[src/rtl/fifo_param.sv]
// Parametrised single-clock FIFO with occupancy count, threshold flags and error pulses.
// Define FIFO_REG_OUT_EN for a registered pop_data; default is show-ahead.
module fifo_param #(
    parameter int DATA_W    = 8,
    parameter int DEPTH     = 16,
    parameter int AF_THRESH = 14,
    parameter int AE_THRESH = 2
) (
    input  logic                       clk,
    input  logic                       rst,
    input  logic                       push,
    input  logic [DATA_W-1:0]          push_data,
    input  logic                       pop,
    output logic [DATA_W-1:0]          pop_data,
    output logic                       full,
    output logic                       empty,
    output logic                       almost_full,
    output logic                       almost_empty,
    output logic [$clog2(DEPTH):0]     count,
    output logic                       overflow,
    output logic                       underflow
);

    localparam int AW = $clog2(DEPTH);
    localparam logic [AW:0]   CNT_ONE = (AW+1)'(1);
    localparam logic [AW:0]   CNT_MAX = (AW+1)'(DEPTH);
    localparam logic [AW:0]   AF_C    = (AW+1)'(AF_THRESH);
    localparam logic [AW:0]   AE_C    = (AW+1)'(AE_THRESH);
    localparam logic [AW-1:0] PTR_ONE = AW'(1);

    logic [DATA_W-1:0] mem_q [DEPTH];

    logic [AW-1:0] wptr_q, wptr_d;
    logic [AW-1:0] rptr_q, rptr_d;
    logic [AW:0]   count_q, count_d;
    logic          full_q, full_d;
    logic          empty_q, empty_d;
    logic          af_q, af_d;
    logic          ae_q, ae_d;
    logic          ovf_q, ovf_d;
    logic          unf_q, unf_d;
    logic          push_acc;
    logic          pop_acc;

    // A full FIFO still takes a push when the same cycle frees a slot.
    assign pop_acc  = pop & ~empty_q;
    assign push_acc = push & (~full_q | pop);

    always_comb begin
        wptr_d  = wptr_q;
        rptr_d  = rptr_q;
        count_d = count_q;
        if (push_acc) wptr_d = wptr_q + PTR_ONE;
        if (pop_acc)  rptr_d = rptr_q + PTR_ONE;
        unique case ({push_acc, pop_acc})
            2'b10:   count_d = count_q + CNT_ONE;
            2'b01:   count_d = count_q - CNT_ONE;
            default: count_d = count_q;
        endcase
        full_d  = (count_d == CNT_MAX);
        empty_d = (count_d == '0);
        af_d    = (count_d >= AF_C);
        ae_d    = (count_d <= AE_C);
        ovf_d   = push & full_q & ~pop;
        unf_d   = pop & empty_q;
    end

    always_ff @(posedge clk) begin
        if (!rst) begin
            wptr_q  <= '0;
            rptr_q  <= '0;
            count_q <= '0;
            full_q  <= 1'b0;
            empty_q <= 1'b1;
            af_q    <= 1'b0;
            ae_q    <= 1'b1;
            ovf_q   <= 1'b0;
            unf_q   <= 1'b0;
        end else begin
            wptr_q  <= wptr_d;
            rptr_q  <= rptr_d;
            count_q <= count_d;
            full_q  <= full_d;
            empty_q <= empty_d;
            af_q    <= af_d;
            ae_q    <= ae_d;
            ovf_q   <= ovf_d;
            unf_q   <= unf_d;
        end
    end

    // Storage carries no reset; a reset cycle must not write it.
    always_ff @(posedge clk) begin
        if (rst && push_acc) mem_q[wptr_q] <= push_data;
    end

`ifdef FIFO_REG_OUT_EN
    logic [DATA_W-1:0] rdata_q, rdata_d;

    always_comb begin
        rdata_d = rdata_q;
        if (pop_acc) rdata_d = mem_q[rptr_q];
    end

    always_ff @(posedge clk) begin
        if (!rst) rdata_q <= '0;
        else      rdata_q <= rdata_d;
    end

    assign pop_data = rdata_q;
`else
    assign pop_data = mem_q[rptr_q];
`endif

    assign full         = full_q;
    assign empty        = empty_q;
    assign almost_full  = af_q;
    assign almost_empty = ae_q;
    assign count        = count_q;
    assign overflow     = ovf_q;
    assign underflow    = unf_q;

endmodule

[config.mk]
export PLATFORM = sky130hd
export DESIGN_NAME = fifo_param
export DESIGN_NICKNAME = d
export VERILOG_FILES = /design/src/rtl/fifo_param.sv
export SDC_FILE = /design/constraint.sdc
export NUM_CORES = 1
export LEC_CHECK = 0
export ABC_AREA = 1
export BUFFER_PORTS_ARGS = -buffer_cell sky130_fd_sc_hd__buf_4
export CAP_MARGIN = 20
export CORE_MARGIN = 2
export CORE_UTILIZATION = 61
export DETAILED_ROUTE_END_ITERATION = 8
export GPL_TIMING_DRIVEN = 0
export HOLD_SLACK_MARGIN = 0.12
export PLACE_DENSITY = 0.83
export SLEW_MARGIN = 10
export SYNTH_ARGS = -nofsm -noshare
export SYNTH_HDL_FRONTEND = slang
export SYNTH_SLANG_ARGS = --single-unit
[constraint.sdc]
create_clock -name clk -period 2.35 [get_ports clk]
set_input_delay 0.235 -clock clk [delete_from_list [all_inputs] [get_ports clk]]
set_output_delay 0.235 -clock clk [all_outputs]
set_load 0.02 [all_outputs]
# After elaboration in Yosys (flattened, before gate mapping)
# Memories as Yosys holds them, arrays and structs flattened. A register that Yosys moved wholly into a read port is not among the register bits.
# Index checks and enable logic that the tools add are counted.
classes:
  mux: 5
  order_cmp: 2
  bitwise: 9
  n_eq_ne: 3
  add_sub_neg: 4
  n_reduce_logical: 2
ops:
  columns: ["op", "count"]
  rows:
  - ["5-bit one-hot mux with 2 select lines", 1]
  - ["4-bit by 1-bit adder with 4-bit output, second input constant", 2]
  - ["4-bit two-way mux", 2]
  - ["5-bit by 1-bit adder with 5-bit output, second input constant", 1]
  - ["1-bit bitwise AND", 5]
  - ["5-bit == test, second input constant", 1]
  - ["5-bit by 4-bit >= comparator with 1-bit output, second input constant", 1]
  - ["5-bit by 2-bit <= comparator with 1-bit output, second input constant", 1]
  - ["5-bit logical NOT", 1]
  - ["5-bit by 1-bit subtractor with 5-bit output, second input constant", 1]
  - ["1-bit inverter", 3]
  - ["2-bit by 1-bit == test with 1-bit output, second input constant", 1]
  - ["2-bit == test, second input constant", 1]
  - ["1-bit two-way mux", 2]
  - ["1-bit logical AND", 1]
  - ["1-bit bitwise OR", 1]
word_totals:
  reg_bits: 19
  word_cells: 35
  output_inout_bits: 19
  n_memories: 1
  ramBits: 128
  input_bits: 12
mem_list:
  columns: ["memory", "depth", "word_bits", "read_ports", "rd_clocked_by_memory_dff", "write_ports", "line", "rtl"]
  rows:
  - ["mem_q", 16, 8, 1, 1, 1, "31", "logic [DATA_W-1:0] mem_q [DEPTH];"]

# Depth between registers and ports, before layout
# Gate-level depths: netlist of run 1.
logic_depth:
  depth_word: 6
  ltp_mapped: 17
  ltp_nobuf: 17

# Worst setup path before layout of run 1
# Ideal clock, no wire load.
synth_path:
  path_kind: "register to register"
  start: "register full_q, in the netlist full"
  end: "register empty_q, in the netlist empty"
  t_required_ps: 2225
  synth_period_minus_slack_ps: 2091
  setup_ps: 125
  arrival_time_ps: 1966
  slack_ps: 259
  path_stages_with_launch: 15
  n_path_buf: 0
  cell_sequence: "dfxtp_1 a21oi_2 inv_1 ha_1 nor2_1 nor2_4 ha_1 inv_1 nand2_1 nand2_1 nand3_1 o21ai_1 nor2_1 nand3_1 nand2_1"
synth_between:
  elab_chain_len: 6
  word_cells_on_any_way: 7
  classes_between: "eq/ne: 2; mux: 1; bitwise: 3; reduce/logical: 1"
synth_lines:
  columns: ["item", "line", "rtl"]
  rows:
  - ["start: declaration", "36", "logic full_q, full_d;"]
  - ["start signal: assignment", "83", "full_q <= full_d;"]
  - ["1-bit inverter *", "47", "assign push_acc = push & (~full_q | pop);"]
  - ["1-bit bitwise OR *", "47", null]
  - ["1-bit bitwise AND *", "47", null]
  - ["2-bit by 1-bit == test with 1-bit output / 2-bit == test (equally long branches)", "55", "unique case ({push_acc, pop_acc})"]
  - ["5-bit one-hot mux with 2 select lines *", "55", null]
  - ["5-bit logical NOT *", "61", "empty_d = (count_d == '0);"]
  - ["end signal: assignment", "84", "empty_q <= empty_d;"]
  - ["end: declaration", "37", "logic empty_q, empty_d;"]
# Mark *: on every way between the ends. The rest lies on a longest branch, timed or not.
# A chain may end at the register's enable or synchronous reset.

==> metrics.txt, run 1 <==
CP max FO 7; Multi-input gate area ~1700 sq um; Crit Path Class flop to output pin; largest family of logic cells by synthesized area compound AO/OA/AOI/OAI gates; Starting Density 0.619; Die Span X around 110 um; Synth Net Count 526; CTS Buf Count 17; top-count cell post-synth edfxtp_1; Req. time, crit path 2.12 ns; Num Clock Sinks 151; total grt overflow 0; Final Hold Fails 0; register area about 4300 sq um; mux cell area share after synthesis 0.0524; wirelength, routed 14,300 um; worst r2r path cells 15; Setup Skew around 0.0068 ns; main flop type after synthesis edfxtp_1; commonest cells in the synthesized netlist edfxtp_1 (128), inv_1 (56), nand2_1 (49); CTS Buffer Depth 2; Die Y-Extent between 100 and 150 um; Starting DRT DRC Count 486; worst slew pin tran roughly 0.9 ns; largest net degree at the start of global routing 17; Core Box Area around 10,000 sq um; compound-gate portion of the synthesized area 0.106; Synth async-reset ratio 0; number of I/O port buffers 30; Synth cell types 32; RSZ-0062 raised after global routing false; Placed Cells roughly 670; post-layout net count 590; DRT antenna net count 0; Slew Viols, Final 0; initial antenna violation count 0; area leader, netlist edfxtp_1; buffer count from post-CTS setup fixing 0; syn avg cell area 12.5 sq um; synthesized area ~6300 sq um; min-delay worst type input port to flop; fill cell count roughly 640; Final Cycle Share 0.973; Diodes inserted 0; Total Routing Usage GR 0.270; Layout Cells excl Fill ~720; Total Power about 7.1 mW; Area Growth Syn to Fin 20.3%; Crit-path slowest cell dfxtp_1; CP Capture Point pop_data[3]; Placed Area about 6700 sq um; CP startpoint kind flop; Leak 2.76 nW; Crit path top cell by count buf_12; share of post-route cells with drive strength above 1 0.177; Period minus WS final around 2.3 ns; pwr dens 934 nW/um^2; crit-path cells buf_6 > buf_12 > buf_12 > mux2i_2 > o211ai_1 > nand3_1 > nand2_1 > buf_4; clock latency on the worst-skew pair 0.53 ns; HPWL Detailed between 9000 and 10,000 um; critical path's largest stage delay between 0.3 and 0.4 ns; Slew HR 0.382; Final GP Congestion between 0.9 and 1; vias in the first global route 4,028; Post-Synth Adder-Cell Area 0.0159; via/cell ratio 5.79; top cell type's share of synthesized area 0.609; clk slew on worst S/H paths approximately 0.060 ns; Post-synth EDFFs around 130; pre-CTS setup slack -0.00573 ns; synth top area cells edfxtp_1 (61%), dfxtp_1 (7.3%), mux2i_1 (5.2%), o211ai_1 (3.8%), inv_1 (3.3%); worst IR drop on VDD slightly above 0.6 mV; DR vias between 4,000 and 5,000; register area share after synthesis 0.682; post-synthesis xor/xnor area fraction 0.00139; setup ws final about 0.064 ns; Critical R2R Capture full$_SDFF_PN0_; status complete, no violations; first-pass GRT wire length around 22,000 um; max-cap viol count 0; Peak Freq between 0.4 and 0.5 GHz; # H-tree levels 4; First-pass DRT Iterations 5; # IOs 31; Reg2Reg Setup Slack around 0.2 ns; Setup crit end kind output pin; Worst Path Arrival ~2 ns; DIE AREA between 10,000 and 15,000 sq um; fin area roughly 7600 sq um; final setup fails 0; reg-to-reg critical path startpoint full$_SDFF_PN0_; simple-gate area share of the yosys netlist 0.0817; CTS tree built; Routed WL per cell between 15 and 20 um; Syn Inst Count about 510; num rows 37; flop and latch count out of synthesis 151; # DRC 0; Clock Root Buffer clkbuf_8; yosys warns 0
critical path: cells and delay by family (launching register included):
| family | cells | cell delay (ns) |
|---|---|---|
| compound gates | 1 | 0.12 |
| flops | 1 | 0.32 |
| simple gates | 2 | 0.18 |
| buf+inv | 4 | 0.59 |
| mux | 1 | 0.30 |
final cells by class:
cell class / instances / area share
plain buffers: 23 / 0.0251
clock buffers: 20 / 0.0561
clock inverters: 10 / 0.0236
inverters: 58 / 0.0287
multi-input cells: 274 / 0.223
flip-flops and latches: 151 / 0.567
well taps: 136 / 0.0224
repair buffers: 45 / 0.0534
flip-flops by register name (all words and copies together), names as in the netlist, 4 cells and up, named ones only:
name    cells
mem_q     128
rptr_q      4
count       5
wptr_q      4
what timing repair did:
item | 4_1_cts | 5_1_grt
pin swaps | 0 | 4
gates resized for setup | 4 | 31
gates cloned | 0 | 2
endpoints found under the hold margin | 135 | 0
setup endpoints to repair | 6 | 14
hold buffers | 13 | 0
worst min path at each step:
stage	start	to	slack, ns	cells after the start
4_1_cts	pop	wptr_q[2]$_SDFFE_PN0P_	0.16	5
3_3_place_gp	empty$_SDFF_PN1_	underflow$_SDFF_PN0_	0.45	2
6_report	pop	wptr_q[2]$_SDFFE_PN0P_	0.21	5
5_1_grt	pop	wptr_q[2]$_SDFFE_PN0P_	0.26	5
3_5_place_dp	empty$_SDFF_PN1_	underflow$_SDFF_PN0_	0.47	2
2_1_floorplan	push_data[0]	mem_q[0][0]$_DFFE_PP_	0.33	0
per-stage QoR:
stage               hold slack [ns]  setup TNS, ns  utilization
floorplan                     0.334              0            -
global placement              0.454              0        0.658
detailed placement            0.465       -0.00573        0.658
CTS                           0.161              0        0.731
global route                  0.258              0        0.745
finish                        0.213              0        0.745
power by group:
| part | internal [mW] | switching (mW) |
|---|---|---|
| Combinational | 0.494 | 0.736 |
| Clock | 1.81 | 1.02 |
| Sequential | 2.97 | 0.0519 |
layer usage:
layer | GRT usage | vias up | routed length [um]
met5 | 0 | - | 0
li1 | - | 1934 | -
met1 | 0.365 | 1983 | 5830
met3 | 0.0625 | 24 | 1210
met4 | 0.0996 | 0 | 274
met2 | 0.434 | 211 | 6980
cells in the final DEF, fill, tap and decap left out, types with 4 or more instances in the layout:
cell type	count
buf_2	6
nand3_1	22
clkbuf_2	5
inv_1	55
mux2i_2	5
nand2_1	49
dfxtp_1	23
o21ai_1	13
edfxtp_1	128
o21ai_0	28
clkbuf_1	6
a21oi_1	36
buf_6	5
mux2i_1	26
ha_1	7
nor2_1	29
clkbuf_16	18
o211ai_1	32
bufinv_16	5
dlygate4sd3_1	13
buf_4	30
a21oi_2	4
cells by family after synthesis:
logic type               Yosys count
flip-flops                       151
AND/OR/NAND/NOR                  117
AO/OA/AOI/OAI                    115
buffers and inverters             81
multiplexers                      33
adder cells (fa/ha/maj)            8
XOR/XNOR                           1
No activity file was read; power rests on OpenSTA's default activity.
==> run 2, diff against run 1 <==
--- a/config.mk
+++ b/config.mk
@@ -9,11 +9,12 @@
 export BUFFER_PORTS_ARGS = -buffer_cell sky130_fd_sc_hd__buf_4
 export CAP_MARGIN = 20
 export CORE_MARGIN = 2
-export CORE_UTILIZATION = 61
+export CORE_UTILIZATION = 63
+export CTS_BUF_LIST = sky130_fd_sc_hd__clkbuf_4
 export DETAILED_ROUTE_END_ITERATION = 8
 export GPL_TIMING_DRIVEN = 0
 export HOLD_SLACK_MARGIN = 0.12
-export PLACE_DENSITY = 0.83
+export PLACE_DENSITY = 0.86
 export SLEW_MARGIN = 10
 export SYNTH_ARGS = -nofsm -noshare
 export SYNTH_HDL_FRONTEND = slang
==> run 2 against run 1 <==
  * The flow now finishes with violations (setup timing)
  * Clock skew is 0.018 ns higher
  * Clock-buffer cell count shrank 1
  * Power fell by 8.5%
  * Sequential cell count unchanged
  * Highest routed layer unchanged
  * Fmax is 9.4% lower
  * Combinational power up 18%
  * Setup slack worse by 0.24 ns
  * Die area decreased by 3.1%
  * Clock power shrank 29%
  * Sequential power about the same
==> metrics.txt, run 2 (synthesized netlist as in run 1, its figures left out) <==
critical path's largest stage delay 0.45 ns (+0.13 ns); # H-tree levels 4 (unchanged); initial antenna violation count 0 (unchanged); share of post-route cells with drive strength above 1 0.234 (+0.0570); Core Box Area 9730 sq um (-4.5%); DIE AREA 10,800 sq um (-3.1%); largest reg by FF count mem_q; Die Span X 104 um (-1.5%); Crit-path slowest cell dfxtp_4; DR vias 4,506 (+8.5%); CP startpoint kind flop; Die Y-Extent 104 um (-1.5%); failing checks setup timing; Leak 2.72 nW (-1.2%); worst slew pin tran 0.846 ns (-0.0773 ns); Final Hold Fails 0 (unchanged); P_int 4.64 mW (-12%); worst IR drop on VDD 0.498 mV (-18%); number of flip-flops in the largest register 128 (unchanged); Req. time, crit path 2.12 ns (about the same); Total Power 6.48 mW (-8.5%); Crit path top cell by count buf_6; setup TNS -0.482 ns (-0.482 ns); Sw Share 0.284 (+0.0296); # DRC 0 (unchanged); via/cell ratio 6.24 (+7.8%); largest net degree at the start of global routing 17 (unchanged); Final Cycle Share 1.07 (+0.101); vias in the first global route 4,529 (+12%); number of I/O port buffers 30 (unchanged); pre-CTS setup slack -0.00733 ns (-0.00160 ns); Starting DRT DRC Count 553 (+14%); clock power share 0.309 (-0.090); Crit path buffers/inverters 3 (-1); Psw 1.84 mW (+2.1%); Flop pwr share 0.468 (+0.041); Gate power share 0.223 (+0.049); Slew Viols, Final 0 (unchanged); Routed WL per cell 22.9 um (+15%); Setup Skew 0.0246 ns (+0.0178 ns); clock latency on the worst-skew pair 0.57 ns (+0.04 ns); setup ws final -0.174 ns (-0.238 ns); Slew HR 0.434 (+0.0517); final setup fails 7 (+7); total grt overflow 0 (unchanged); Peak Freq 0.396 GHz (-9.4%); status finished, violations left; Util after Layout 0.779 (+0.0338); Setup crit end kind output pin; HPWL Detailed 9320 um (+1.4%); pwr dens 856 nW/um^2 (-8.4%); post-layout net count 596 (+1.0%); clk slew on worst S/H paths 0.12 ns (+0.06 ns); Num Clock Sinks 151 (unchanged); num rows 36 (-2.7%); most frequent cells in the layout edfxtp_1 (128), inv_1 (53), nand2_1 (41); DRT antenna net count 0 (unchanged); Total Routing Usage GR 0.306 (+0.0353); register area 4310 sq um (+0.12%); Period minus WS final 2.52 ns (+0.238 ns); crit-path cells buf_12 > buf_6 > mux2i_1 > o211ai_1 > nand3_1 > nand2_2 > buf_6; CTS Buffer Depth 2 (unchanged); CTS Buf Count 17 (unchanged); Starting Density 0.648 (+0.0290); most common cell after layout, fill and taps aside edfxtp_1; min-delay worst type input port to flop; wirelength, routed 16,500 um (+16%); fill cell count 547 (-15%); Clock Root Buffer clkbuf_4; Worst Path Arrival 2.29 ns (+0.24 ns); Multi-input gate area 1790 sq um (+5.4%); # IOs 31 (unchanged); RSZ-0062 raised after global routing true; Diodes inserted 0 (unchanged); CTS tree built; crit-path leading delay family flip-flops; max-cap viol count 0 (unchanged); Crit Path Class flop to output pin; Final GP Congestion 0.951 (+5.4%); First-pass DRT Iterations 5 (unchanged); CP max FO 10 (+3); Area Growth Syn to Fin 20.1%; first-pass GRT wire length 24,400 um (+11%)
-- run 2: per-stage QoR --
stage          hold WS, ns  area [sq um]  cells
2_1_floorplan        0.334          6310    506
3_3_place_gp         0.454          6700    669
3_5_place_dp         0.457          6700    669
4_1_cts              0.474          7340    718
5_1_grt              0.509          7580    722
6_report             0.497          7580    722
-- run 2: layout make-up --
type	count	area share
sequential	151	0.569
multi-input combinational	274	0.236
timing repair buffer	52	0.0677
clock inverter	13	0.0299
inverter	58	0.0297
buffer	22	0.0274
tap	133	0.0220
clock buffer	19	0.0188
-- run 2: final timing paths --
check / start / to / slack [ns] / depth (start not counted)
max reg2reg: full$_SDFF_PN0_ / empty$_SDFF_PN1_ / 0.34 / 15
min reg2reg: rptr_q[2]$_SDFFE_PN0N_ / rptr_q[2]$_SDFFE_PN0N_ / 0.53 / 2
min: rst / count[4]$_SDFF_PN0_ / 0.50 / 4
max: flop / pop_data[7] / -0.17 / 7
-- run 2: layer usage --
metal	global-route usage	share of wire	up-vias	routed length [um]
li1	-	-	1956	-
met4	0.165	0.055	0	908
met2	0.516	0.50	376	8240
met5	0	0	-	0
met1	0.372	0.34	2103	5550
met3	0.0614	0.11	71	1800
-- run 2: worst min-delay path: stages --
cell and delay, ns:
dlygate4sd3_1 0.54, buf_4 0.14, nand2_1 0.07, nor2_2 0.04
-- run 2: power by group through the flow --
stage	Clock, mW	Sequential [mW]	Combinational [mW]
2_1_floorplan	0	3.11	0.697
3_3_place_gp	0	3.07	1.08
3_5_place_dp	0	3.08	1.12
4_1_cts	1.98	3.02	1.26
5_1_grt	2.08	3.04	1.54
6_report	2.00	3.03	1.45
-- run 2: what timing repair did --
item / CTS / global route
endpoints found under the setup margin: 8 / 14
resized for setup: 26 / 64
cloned: 1 / 1
buffers inserted: 4 / 4
endpoints found under the hold margin: 139 / 0
hold buffers: 12 / 0
pin swaps: 9 / 21
==> run 3, diff against run 2 <==
--- a/config.mk
+++ b/config.mk
@@ -15,6 +15,7 @@
 export GPL_TIMING_DRIVEN = 0
 export HOLD_SLACK_MARGIN = 0.12
 export PLACE_DENSITY = 0.86
+export SKIP_CTS_REPAIR_TIMING = 1
 export SLEW_MARGIN = 10
 export SYNTH_ARGS = -nofsm -noshare
 export SYNTH_HDL_FRONTEND = slang
==> run 3 against run 2 <==
  * The run still ends with setup timing left
  * Via count decreased by 1.7%
  * Combinational power decreased by 10%
  * Utilization decreased by 2.2 points
  * Global-route usage decreased by 2.0 points
  * Cell count decreased by 0.69%
  * Sequential power about the same
  * Clock skew decreased by 0.0046 ns
  * Critical path type unchanged
  * Critical endpoint is now pop_data[4]
  * Largest cell class unchanged
==> metrics.txt, run 3 (synthesized netlist as in run 1, its figures left out) <==
Period minus WS final 2.47 ns (-0.0575 ns); DIE AREA 10,800 sq um (unchanged); Starting Density 0.648 (unchanged); Final GP Congestion 0.951 (unchanged); First-pass DRT Iterations 5 (unchanged); Core Box Area 9730 sq um (unchanged); share of post-route cells with drive strength above 1 0.195 (-0.0391); register area 4310 sq um (about the same); HPWL Detailed 9320 um (unchanged); RSZ-0062 raised after global routing true; fin area 7360 sq um (-2.9%); Slew HR 0.431 (-0.00273); Final Cycle Share 1.05 (-0.0245); Num Clock Sinks 151 (unchanged); pwr dens 857 nW/um^2 (+0.19%); DR vias 4,430 (-1.7%); Die Span X 104 um (unchanged); Placed Area 6700 sq um (unchanged); Crit Path Class flop to output pin; worst slew pin tran 0.850 ns (+0.00408 ns); max-cap viol count 0 (unchanged); CP max FO 10 (unchanged); worst IR drop on VDD 0.477 mV (-4.2%); Total Power 6.31 mW (-2.7%); critical path's largest stage delay 0.34 ns (-0.11 ns); final setup fails 7 (unchanged); crit-path cells buf_6 > buf_4 > clkbuf_2 > o21ai_0 > o211ai_1 > nand3_1 > nand2_1 > buf_6; # DRC 0 (unchanged); initial antenna violation count 0 (unchanged); number of flip-flops in the largest register 128 (unchanged); # IOs 31 (unchanged); Starting DRT DRC Count 575 (+4.0%); Final Hold Fails 0 (unchanged); most common cell after layout, fill and taps aside edfxtp_1; worst r2r path cells 16 (+1); Leak 2.65 nW (-2.6%); Min Hold Slack 0.223 ns (-0.274 ns); Req. time, crit path 2.12 ns (about the same); Die Y-Extent 104 um (unchanged); Critical R2R Capture empty$_SDFF_PN1_; Clock Root Buffer clkbuf_4; wirelength, routed 15,400 um (-6.9%); fill cell count 590 (+7.9%); largest net degree at the start of global routing 17 (unchanged); clk slew on worst S/H paths 0.12 ns (about the same); min-delay worst type input port to flop; clock latency on the worst-skew pair 0.55 ns (-0.02 ns); CTS Buffer Depth 2 (unchanged); number of I/O port buffers 30 (unchanged); Worst Path Arrival 2.23 ns (-0.06 ns); Area Growth Syn to Fin 16.7%; post-layout net count 591 (-0.84%); Total Routing Usage GR 0.286 (-0.0197); num rows 36 (unchanged); Multi-input gate area 1690 sq um (-5.5%); Peak Freq 0.406 GHz (+2.3%); CTS Buf Count 17 (unchanged); largest reg by FF count mem_q; Crit-path slowest cell dfxtp_2; setup ws final -0.116 ns (+0.0575 ns); Routed WL per cell 21.4 um (-6.2%); Reg2Reg Setup Slack 0.26 ns (-0.08 ns); hold path start pop; Setup crit end kind output pin; # H-tree levels 4 (unchanged); CTS tree built; DRT antenna net count 0 (unchanged); most frequent cells in the layout edfxtp_1 (128), inv_1 (55), nand2_1 (46); reg-to-reg critical path startpoint full$_SDFF_PN0_; Setup Skew 0.0200 ns (-0.00464 ns); Diodes inserted 0 (unchanged); CP Capture Point pop_data[4]; total grt overflow 0 (unchanged); status finished, violations left; CP startpoint kind flop; via/cell ratio 6.18 (-1.0%); failing checks setup timing; Crit path top cell by count buf_6; Slew Viols, Final 0 (unchanged); vias in the first global route 4,334 (-4.3%); first-pass GRT wire length 23,100 um (-5.6%)
## run 3: cell types whose count changed in the layout (fill, tap and decap cells not counted), moves of 3 or more
cell,change
buf_6,-8
nand2_1,+5
nand2_2,-5
mux2i_1,+4
mux2i_4,-3
o21ai_1,+3
o21ai_2,-3
## run 3: worst min-delay path by stage
stage / to / slack [ns] / depth (start not counted)
6_report: rptr_q[1]$_SDFFE_PN0N_ / 0.22 / 4
3_3_place_gp: underflow$_SDFF_PN0_ / 0.45 / 2
4_1_cts: underflow$_SDFF_PN0_ / -0.11 / 3
3_5_place_dp: underflow$_SDFF_PN0_ / 0.46 / 2
2_1_floorplan: mem_q[0][0]$_DFFE_PP_ / 0.33 / 0
5_1_grt: flop / 0.24 / 4
## run 3: critical path, delay by kind of cell, from the launching register on
kind | cells | cell delay, ns
DFF | 1 | 0.34
buffers and inverters | 4 | 0.64
and+or+nand+nor | 2 | 0.23
AOI/OAI and AO/OA | 2 | 0.48
## run 3: cell type report
type,count,share of cell area
clock buffers,19,0.0194
flip-flops and latches,151,0.585
well taps,133,0.0226
repair buffers,46,0.0576
plain buffers,23,0.0253
clock inverters,13,0.0308
inverters,58,0.0296
multi-input cells,274,0.229
## run 3: routing by layer
layer | vias up | track usage | part of all wire
li1 | 1944 | - | -
met1 | 2091 | 0.358 | 0.35
met2 | 335 | 0.475 | 0.50
met3 | 60 | 0.0658 | 0.11
met4 | 0 | 0.134 | 0.037
met5 | - | 0 | 0
## run 3: per-stage QoR
step,setup slack (ns),std cells,setup TNS [ns],utilization
floorplan,0.259,506,0,-
global placement,0.0542,669,0,0.689
detailed placement,-0.00733,669,-0.00733,0.689
CTS,-0.200,701,-1.03,0.726
global route,-0.165,717,-1.01,0.756
finish,-0.116,717,-0.330,0.756
## run 3: power breakdown
group          switching [mW]  internal (mW)  total [mW]
logic                   0.798          0.503        1.30
registers              0.0528           2.97        3.02
clock network           0.907           1.08        1.98
